[src/rtl/scpad_types_pkg.sv]
// Shared scratchpad/DRAM back-end types: tag and payload widths plus the read-response entry.
package scpad_types_pkg;

  localparam int unsigned DRAM_ID_WIDTH   = 3;
  localparam int unsigned DRAM_DATA_WIDTH = 16;

  typedef struct packed {
    logic [DRAM_ID_WIDTH-1:0]   id;
    logic [DRAM_DATA_WIDTH-1:0] data;
  } dram_read_res_t;

endpackage

[src/rtl/dram_read_res_queue_if.sv]
// Bundle of the DRAM response, request-issue and scratchpad-writer signals around the queue.
interface dram_read_res_queue_if #(
  parameter int unsigned DEPTH = 4
);
  import scpad_types_pkg::*;

  localparam int unsigned CW = $clog2(DEPTH) + 1;

  logic                       dram_be_res_valid;
  logic [DRAM_ID_WIDTH-1:0]   dram_be_res_id;
  logic [DRAM_DATA_WIDTH-1:0] dram_be_res_data;
  logic                       dram_be_res_ready;
  logic                       req_issue;
  logic [DRAM_ID_WIDTH-1:0]   req_issue_id;
  logic                       be_res_valid;
  dram_read_res_t             be_res;
  logic                       be_res_ready;
  logic                       credit_avail;
  logic [CW-1:0]              outstanding_cnt;
  logic                       proto_error;

  // Queue side
  modport slave (
    input  dram_be_res_valid, dram_be_res_id, dram_be_res_data,
    input  req_issue, req_issue_id, be_res_ready,
    output dram_be_res_ready, be_res_valid, be_res,
    output credit_avail, outstanding_cnt, proto_error
  );

  // Environment side (DRAM, request issuer, scratchpad writer)
  modport master (
    output dram_be_res_valid, dram_be_res_id, dram_be_res_data,
    output req_issue, req_issue_id, be_res_ready,
    input  dram_be_res_ready, be_res_valid, be_res,
    input  credit_avail, outstanding_cnt, proto_error
  );

endinterface

[src/rtl/dram_res_fifo.sv]
// Wrap-bit pointer FIFO holding DRAM read responses; no bypass, storage is not reset.
module dram_res_fifo #(
  parameter int unsigned DEPTH = 4,
  parameter type T = scpad_types_pkg::dram_read_res_t
) (
  input  logic clk,
  input  logic rst,
  input  logic push_i,
  input  T     din_i,
  input  logic pop_i,
  output T     dout_o,
  output logic full_o,
  output logic empty_o
);

  localparam int unsigned AW = $clog2(DEPTH);
  localparam int unsigned PW = AW + 1;

  logic [PW-1:0] wr_ptr_q, wr_ptr_d;
  logic [PW-1:0] rd_ptr_q, rd_ptr_d;
  T              mem_q [DEPTH];
  logic          push_c, pop_c;

  assign full_o  = (wr_ptr_q[AW-1:0] == rd_ptr_q[AW-1:0]) && (wr_ptr_q[AW] != rd_ptr_q[AW]);
  assign empty_o = (wr_ptr_q == rd_ptr_q);
  assign push_c  = push_i && !full_o && !rst;
  assign pop_c   = pop_i && !empty_o && !rst;
  assign dout_o  = mem_q[rd_ptr_q[AW-1:0]];

  // Pointer advance; the extra MSB distinguishes full from empty
  always_comb begin
    wr_ptr_d = wr_ptr_q;
    rd_ptr_d = rd_ptr_q;
    if (push_c) wr_ptr_d = wr_ptr_q + PW'(1);
    if (pop_c)  rd_ptr_d = rd_ptr_q + PW'(1);
  end

  // Pointer registers
  always_ff @(posedge clk or posedge rst) begin
    if (rst) begin
      wr_ptr_q <= '0;
      rd_ptr_q <= '0;
    end else begin
      wr_ptr_q <= wr_ptr_d;
      rd_ptr_q <= rd_ptr_d;
    end
  end

  // Entry storage, written at the tail
  always_ff @(posedge clk) begin
    if (push_c) mem_q[wr_ptr_q[AW-1:0]] <= din_i;
  end

endmodule

[src/rtl/dram_read_res_queue.sv]
// DRAM read-response queue: buffers responses, grants request credits, tracks tags in flight.
module dram_read_res_queue #(
  parameter int unsigned DEPTH = 4
) (
  input logic                  CLK,
  input logic                  RST,
  dram_read_res_queue_if.slave bus
);
  import scpad_types_pkg::*;

  localparam int unsigned CW   = $clog2(DEPTH) + 1;
  localparam int unsigned NIDS = 1 << DRAM_ID_WIDTH;

  logic           full_c, empty_c, push_c, pop_c, credit_c, issue_ok_c;
  dram_read_res_t wr_entry_c, head_c;
  logic [CW-1:0]  outstanding_q, outstanding_d;
  logic [NIDS-1:0] pending_q, pending_d;
  logic           err_q, err_d;

  assign push_c     = bus.dram_be_res_valid && !full_c;
  assign pop_c      = bus.be_res_ready && !empty_c;
  assign credit_c   = (outstanding_q < CW'(DEPTH));
  assign issue_ok_c = bus.req_issue && credit_c;

  assign wr_entry_c.id   = bus.dram_be_res_id;
  assign wr_entry_c.data = bus.dram_be_res_data;

  dram_res_fifo #(
    .DEPTH (DEPTH),
    .T     (dram_read_res_t)
  ) u_fifo (
    .clk     (CLK),
    .rst     (RST),
    .push_i  (push_c),
    .din_i   (wr_entry_c),
    .pop_i   (pop_c),
    .dout_o  (head_c),
    .full_o  (full_c),
    .empty_o (empty_c)
  );

  assign bus.dram_be_res_ready = !full_c;
  assign bus.be_res_valid      = !empty_c;
  assign bus.be_res            = head_c;
  assign bus.credit_avail      = credit_c;
  assign bus.outstanding_cnt   = outstanding_q;
  assign bus.proto_error       = err_q;

  // Credit count, tag bitmap (clear on push, then set on issue) and sticky error detection
  always_comb begin
    outstanding_d = outstanding_q;
    if (issue_ok_c && !pop_c) begin
      outstanding_d = outstanding_q + CW'(1);
    end else if (!issue_ok_c && pop_c && (outstanding_q != '0)) begin
      outstanding_d = outstanding_q - CW'(1);
    end

    pending_d = pending_q;
    if (push_c)        pending_d[bus.dram_be_res_id] = 1'b0;
    if (bus.req_issue) pending_d[bus.req_issue_id]   = 1'b1;

    err_d = err_q;
    if (bus.req_issue && !credit_c) err_d = 1'b1;
    if (bus.req_issue && pending_q[bus.req_issue_id] &&
        !(push_c && (bus.dram_be_res_id == bus.req_issue_id))) err_d = 1'b1;
    if (push_c && !pending_q[bus.dram_be_res_id]) err_d = 1'b1;
  end

  // Control state registers
  always_ff @(posedge CLK or posedge RST) begin
    if (RST) begin
      outstanding_q <= '0;
      pending_q     <= '0;
      err_q         <= 1'b0;
    end else begin
      outstanding_q <= outstanding_d;
      pending_q     <= pending_d;
      err_q         <= err_d;
    end
  end

endmodule

[src/flat_wrapper.sv]
// flat-port wrapper written by rule: the top's interface ports become plain ports
module dram_read_res_queue_flat import scpad_types_pkg::*;
#(
  parameter int unsigned DEPTH = 4
)
  (CLK, RST, bus_dram_be_res_valid, bus_dram_be_res_id, bus_dram_be_res_data, bus_req_issue, bus_req_issue_id, bus_be_res_ready, bus_dram_be_res_ready, bus_be_res_valid, bus_be_res, bus_credit_avail, bus_outstanding_cnt, bus_proto_error);
  dram_read_res_queue_if #(.DEPTH(DEPTH)) bus_i ();
  input logic CLK;
  input logic RST;
  input wire logic [$bits(bus_i.dram_be_res_valid)-1:0] bus_dram_be_res_valid;
  input wire logic [$bits(bus_i.dram_be_res_id)-1:0] bus_dram_be_res_id;
  input wire logic [$bits(bus_i.dram_be_res_data)-1:0] bus_dram_be_res_data;
  input wire logic [$bits(bus_i.req_issue)-1:0] bus_req_issue;
  input wire logic [$bits(bus_i.req_issue_id)-1:0] bus_req_issue_id;
  input wire logic [$bits(bus_i.be_res_ready)-1:0] bus_be_res_ready;
  output wire logic [$bits(bus_i.dram_be_res_ready)-1:0] bus_dram_be_res_ready;
  output wire logic [$bits(bus_i.be_res_valid)-1:0] bus_be_res_valid;
  output wire logic [$bits(bus_i.be_res)-1:0] bus_be_res;
  output wire logic [$bits(bus_i.credit_avail)-1:0] bus_credit_avail;
  output wire logic [$bits(bus_i.outstanding_cnt)-1:0] bus_outstanding_cnt;
  output wire logic [$bits(bus_i.proto_error)-1:0] bus_proto_error;
  assign bus_i.dram_be_res_valid = bus_dram_be_res_valid;
  assign bus_i.dram_be_res_id = bus_dram_be_res_id;
  assign bus_i.dram_be_res_data = bus_dram_be_res_data;
  assign bus_i.req_issue = bus_req_issue;
  assign bus_i.req_issue_id = bus_req_issue_id;
  assign bus_i.be_res_ready = bus_be_res_ready;
  assign bus_dram_be_res_ready = bus_i.dram_be_res_ready;
  assign bus_be_res_valid = bus_i.be_res_valid;
  assign bus_be_res = bus_i.be_res;
  assign bus_credit_avail = bus_i.credit_avail;
  assign bus_outstanding_cnt = bus_i.outstanding_cnt;
  assign bus_proto_error = bus_i.proto_error;
  dram_read_res_queue #(.DEPTH(DEPTH)) u_core (.CLK(CLK), .RST(RST), .bus(bus_i));
endmodule
[config.mk]
export PLATFORM = sky130hd
export DESIGN_NAME = dram_read_res_queue_flat
export DESIGN_NICKNAME = d
export VERILOG_FILES = /design/src/rtl/scpad_types_pkg.sv /design/src/rtl/dram_read_res_queue_if.sv /design/src/rtl/dram_res_fifo.sv /design/src/rtl/dram_read_res_queue.sv /design/src/flat_wrapper.sv
export SDC_FILE = /design/constraint.sdc
export NUM_CORES = 1
export LEC_CHECK = 0
export CAP_MARGIN = 10
export CORE_MARGIN = 2
export CORE_UTILIZATION = 40
export CTS_CLUSTER_SIZE = 10
export DETAILED_ROUTE_END_ITERATION = 10
export PLACE_DENSITY = 0.71
export SYNTH_ARGS = -nofsm -noshare
export SYNTH_HDL_FRONTEND = slang
export SYNTH_SLANG_ARGS = --single-unit
[constraint.sdc]
create_clock -name CLK -period 5.1 [get_ports CLK]
set_input_delay 1.02 -clock CLK [delete_from_list [all_inputs] [get_ports CLK]]
set_output_delay 1.02 -clock CLK [all_outputs]
set_load 0.005 [all_outputs]
==> summary.md <==
| Metric | Value |
|---|---|
| Outcome | finished clean |
| Register area share after synthesis | 67.4% |
| Post-route DRC violation count | 0 |
| Least-Margin Pin Slew | 1.06 ns |
| Hpwl dp | 4780 µm |
| Number of DRC markers in iteration 0 | 200 |
| Cell Count, Final, Fillers Out | 430 |
| I/O pin count | 53 |
| Syn_nets | 271 |
| Crit path time final | 3.45 ns |
| Required time worst endpoint | 5.33 ns |
| Gr ovfl total | 0 |
| Die height | 105 µm |
| WL per Instance | 17.4 µm |
| Setup CP Type | in -> reg |
| Crit share post-route | 67.6% |
| P_leak | 1.63 nW |
| Post-Syn Instances | 238 |
| Final instance area | 4900 µm² |
| H-tree level count | 3 |
| Initial core utilization | 41.3% |
| Placed insts | 414 |
| Hold Vio Cnt, Final | 0 |
| Total routed wirelength | 7490 µm |
| Synthesized area | 4050 µm² |
| CTS tree | yes |
| Pre-Repair DR Iteration Count | 4 |
| First-pass GRT wire length | 12200 µm |
| IO buf count | 52 |
| Layout cell share with drive strength beyond 1 | 16.2% |
| Largest net degree at the start of global routing | 23 |
| All-Layer GR Usage | 14.3% |
| RSZ-0062 raised after global routing | false |
| Post-CTS Resized | 0 |
| CP endpoint kind | flip-flop |
| Clock transition at path regs | 0.10 ns |
| Worst hold path type | reg -> reg |
| Via Count | 2308 |
| Cell Area, Placed | 4710 µm² |
| Vias in the first global route | 2324 |
| Hold_buf cts | 0 |
| Yosys warnings | 0 |
| Slew Limit Fails | 0 |
| Antenna-violating nets left | 0 |
| Clk Latency, worst-skew pair | 0.36 ns |
| CTS root buffer | clkbuf_8 |
| Syn-to-layout area delta | 21.1% |
| Clk_skew | 0.0113 ns |
| Post-CTS Setup Inserts | 0 |
| CP startpoint kind | primary input |
| Setup_tns | 0 ns |
| Max-Cap Viols | 0 |
| WP data arrival | 3.67 ns |
| Worst-path maximum fanout | 10 |
| Die W | 105 µm |
| Initial antenna violation count | 0 |
| N_diodes | 0 |
| VDD IR max | 0.000280 V |
| Max Fclk | 0.290 GHz |
| Syn Area/Cell | 17.0 µm² |
| Synth cell types | 43 |
| Area of the core | 9820 µm² |
| Rows | 36 |
| Cts bufs inserted | 9 |
| Vias/cell | 5.37 |
| Hold slack | 0.543 ns |
| Final Util | 49.9% |
| Final setup fails | 0 |
| CTS sink cnt | 94 |
| Clk buf depth | 2 |
| Final net count | 325 |
| Pwr per Cell Area | 510 nW/µm² |
| Gp weighted congestion | 0.859 |
| Synthesized flop and latch total | 94 |
| Die area | 10900 µm² |
| Normalized max-slew margin | 29.4% |
==> cells by family after synthesis <==
logic type                 Yosys count  synth area share (%)
AOI/OAI and AO/OA                   40                  7.10
adders and majority gates            6                  2.04
DFF                                 94                  67.4
muxes                               26                  13.0
xor gates and xnor gates            14                  3.58
and+or+nand+nor                     38                  4.91
buffers and inverters               20                  1.95
==> flip-flops by register name (all words and copies together) (netlist names) <==
signal	flops
u_core.u_fifo.rd_ptr_q	3
u_core.u_fifo.wr_ptr_q	3
u_core.bus.proto_error	1
u_core.u_fifo.mem_q	76
u_core.bus.outstanding_cnt	3
u_core.pending_q	8
==> Yosys cell counts (all sizes together) <==
cell     instances  area [µm²]
or4              1        7.51
a221oi           2        17.5
mux2             2        22.5
nand2            8        30.0
xor2             5        58.8
and2             4        25.0
clkbuf           9        35.0
ha               5        62.6
a21oi            2        10.0
dfrtp           18         450
edfxtp          76        2280
fa               1        20.0
o31ai            5        42.5
o31a             1        10.0
o211ai           1        7.51
nand3            8        40.0
xnor2            9        86.3
a221o            1        10.0
o221ai           1        8.76
buf              3        13.8
nor4             2        12.5
mux2i            3        30.0
mux4            21         473
nor2             4        15.0
or2              1        6.26
o22ai            2        12.5
o21bai           1        7.51
o21ai           13        65.1
or3              1        6.26
inv              8        30.0
nor2b            4        25.0
o41ai            4        35.0
o21a             1        7.51
o311a            1        10.0
o2111ai          2        17.5
nand4            1        6.26
o311ai           3        26.3
nand2b           4        25.0
==> cell type report <==
cell class	instances	area, µm²
repair buffers	55	543
clock buffers	9	124
inverters	8	30.0
fillers	870	4910
flip-flops and latches	94	2730
well taps	133	166
multi-input cells	124	1240
clock inverters	7	68.8
==> placed cells by master, fill, tap and decap left out, types with 2 or more instances in the layout <==
cell,count
a21oi_1,2
a221oi_1,2
and2_1,4
buf_4,3
clkbuf_8,9
clkdlybuf4s50_1,52
clkinv_4,2
clkinvlp_4,2
dfrtp_1,18
edfxtp_1,76
ha_1,5
inv_1,8
mux2_2,2
mux2i_1,3
mux4_2,21
nand2_1,8
nand2b_1,4
nand3_1,8
nor2_1,4
nor2b_1,4
nor4_1,2
o2111ai_1,2
o21ai_0,13
o22ai_1,2
o311ai_0,3
o31ai_1,4
o41ai_1,4
xnor2_1,8
xor2_1,3
xor2_2,2
==> stage by stage <==
step                power (mW)  setup slack, ns
floorplan                 1.66             1.93
global placement          2.06             1.42
detailed placement        2.07             1.30
CTS                       2.53             1.69
global route              2.66             1.51
finish                    2.50             1.65
==> layer usage <==
| metal | vias up | part of all wire (%) | global-route usage [%] |
|---|---|---|---|
| li1 | 1047 | - | - |
| met1 | 1179 | 45 | 19.5 |
| met2 | 72 | 49 | 23.2 |
| met3 | 10 | 4.9 | 3.24 |
| met4 | 0 | 1.2 | 4.57 |
| met5 | - | 0 | 0 |
==> worst max-delay path, stage by stage <==
cell,delay (ns)
clkdlybuf4s50_1,0.65
nor2b_1,0.34
nand2_1,0.12
fa_1,0.51
inv_1,0.12
o22ai_1,0.09
a221o_1,0.33
or4_1,0.49
==> where the power goes <==
| part | internal, mW | switching, mW | leakage [nW] |
|---|---|---|---|
| logic | 0.525 | 0.453 | 0.650 |
| registers | 0.968 | 0.0975 | 0.891 |
| clock network | 0.188 | 0.272 | 0.0907 |
| total | 1.68 | 0.822 | 1.63 |
==> final timing paths <==
kind	startpoint	to	slack, ns	cells after the start
worst min-delay path	u_core.pending_q[0]	u_core.pending_q[0]	0.54	2
max in group asynchronous	RST	u_core.u_fifo.wr_ptr_q[0]	3.86	3
min in group asynchronous	RST	u_core.bus.proto_error	1.02	3
worst max-delay path	bus_req_issue	u_core.bus.outstanding_cnt[1]	1.65	8
worst min register to register	u_core.pending_q[0]	u_core.pending_q[0]	0.54	2
worst max register to register	u_core.u_fifo.rd_ptr_q[2]	u_core.bus.outstanding_cnt[1]	2.02	8
Note: power is estimated with default switching activity, not from simulation.
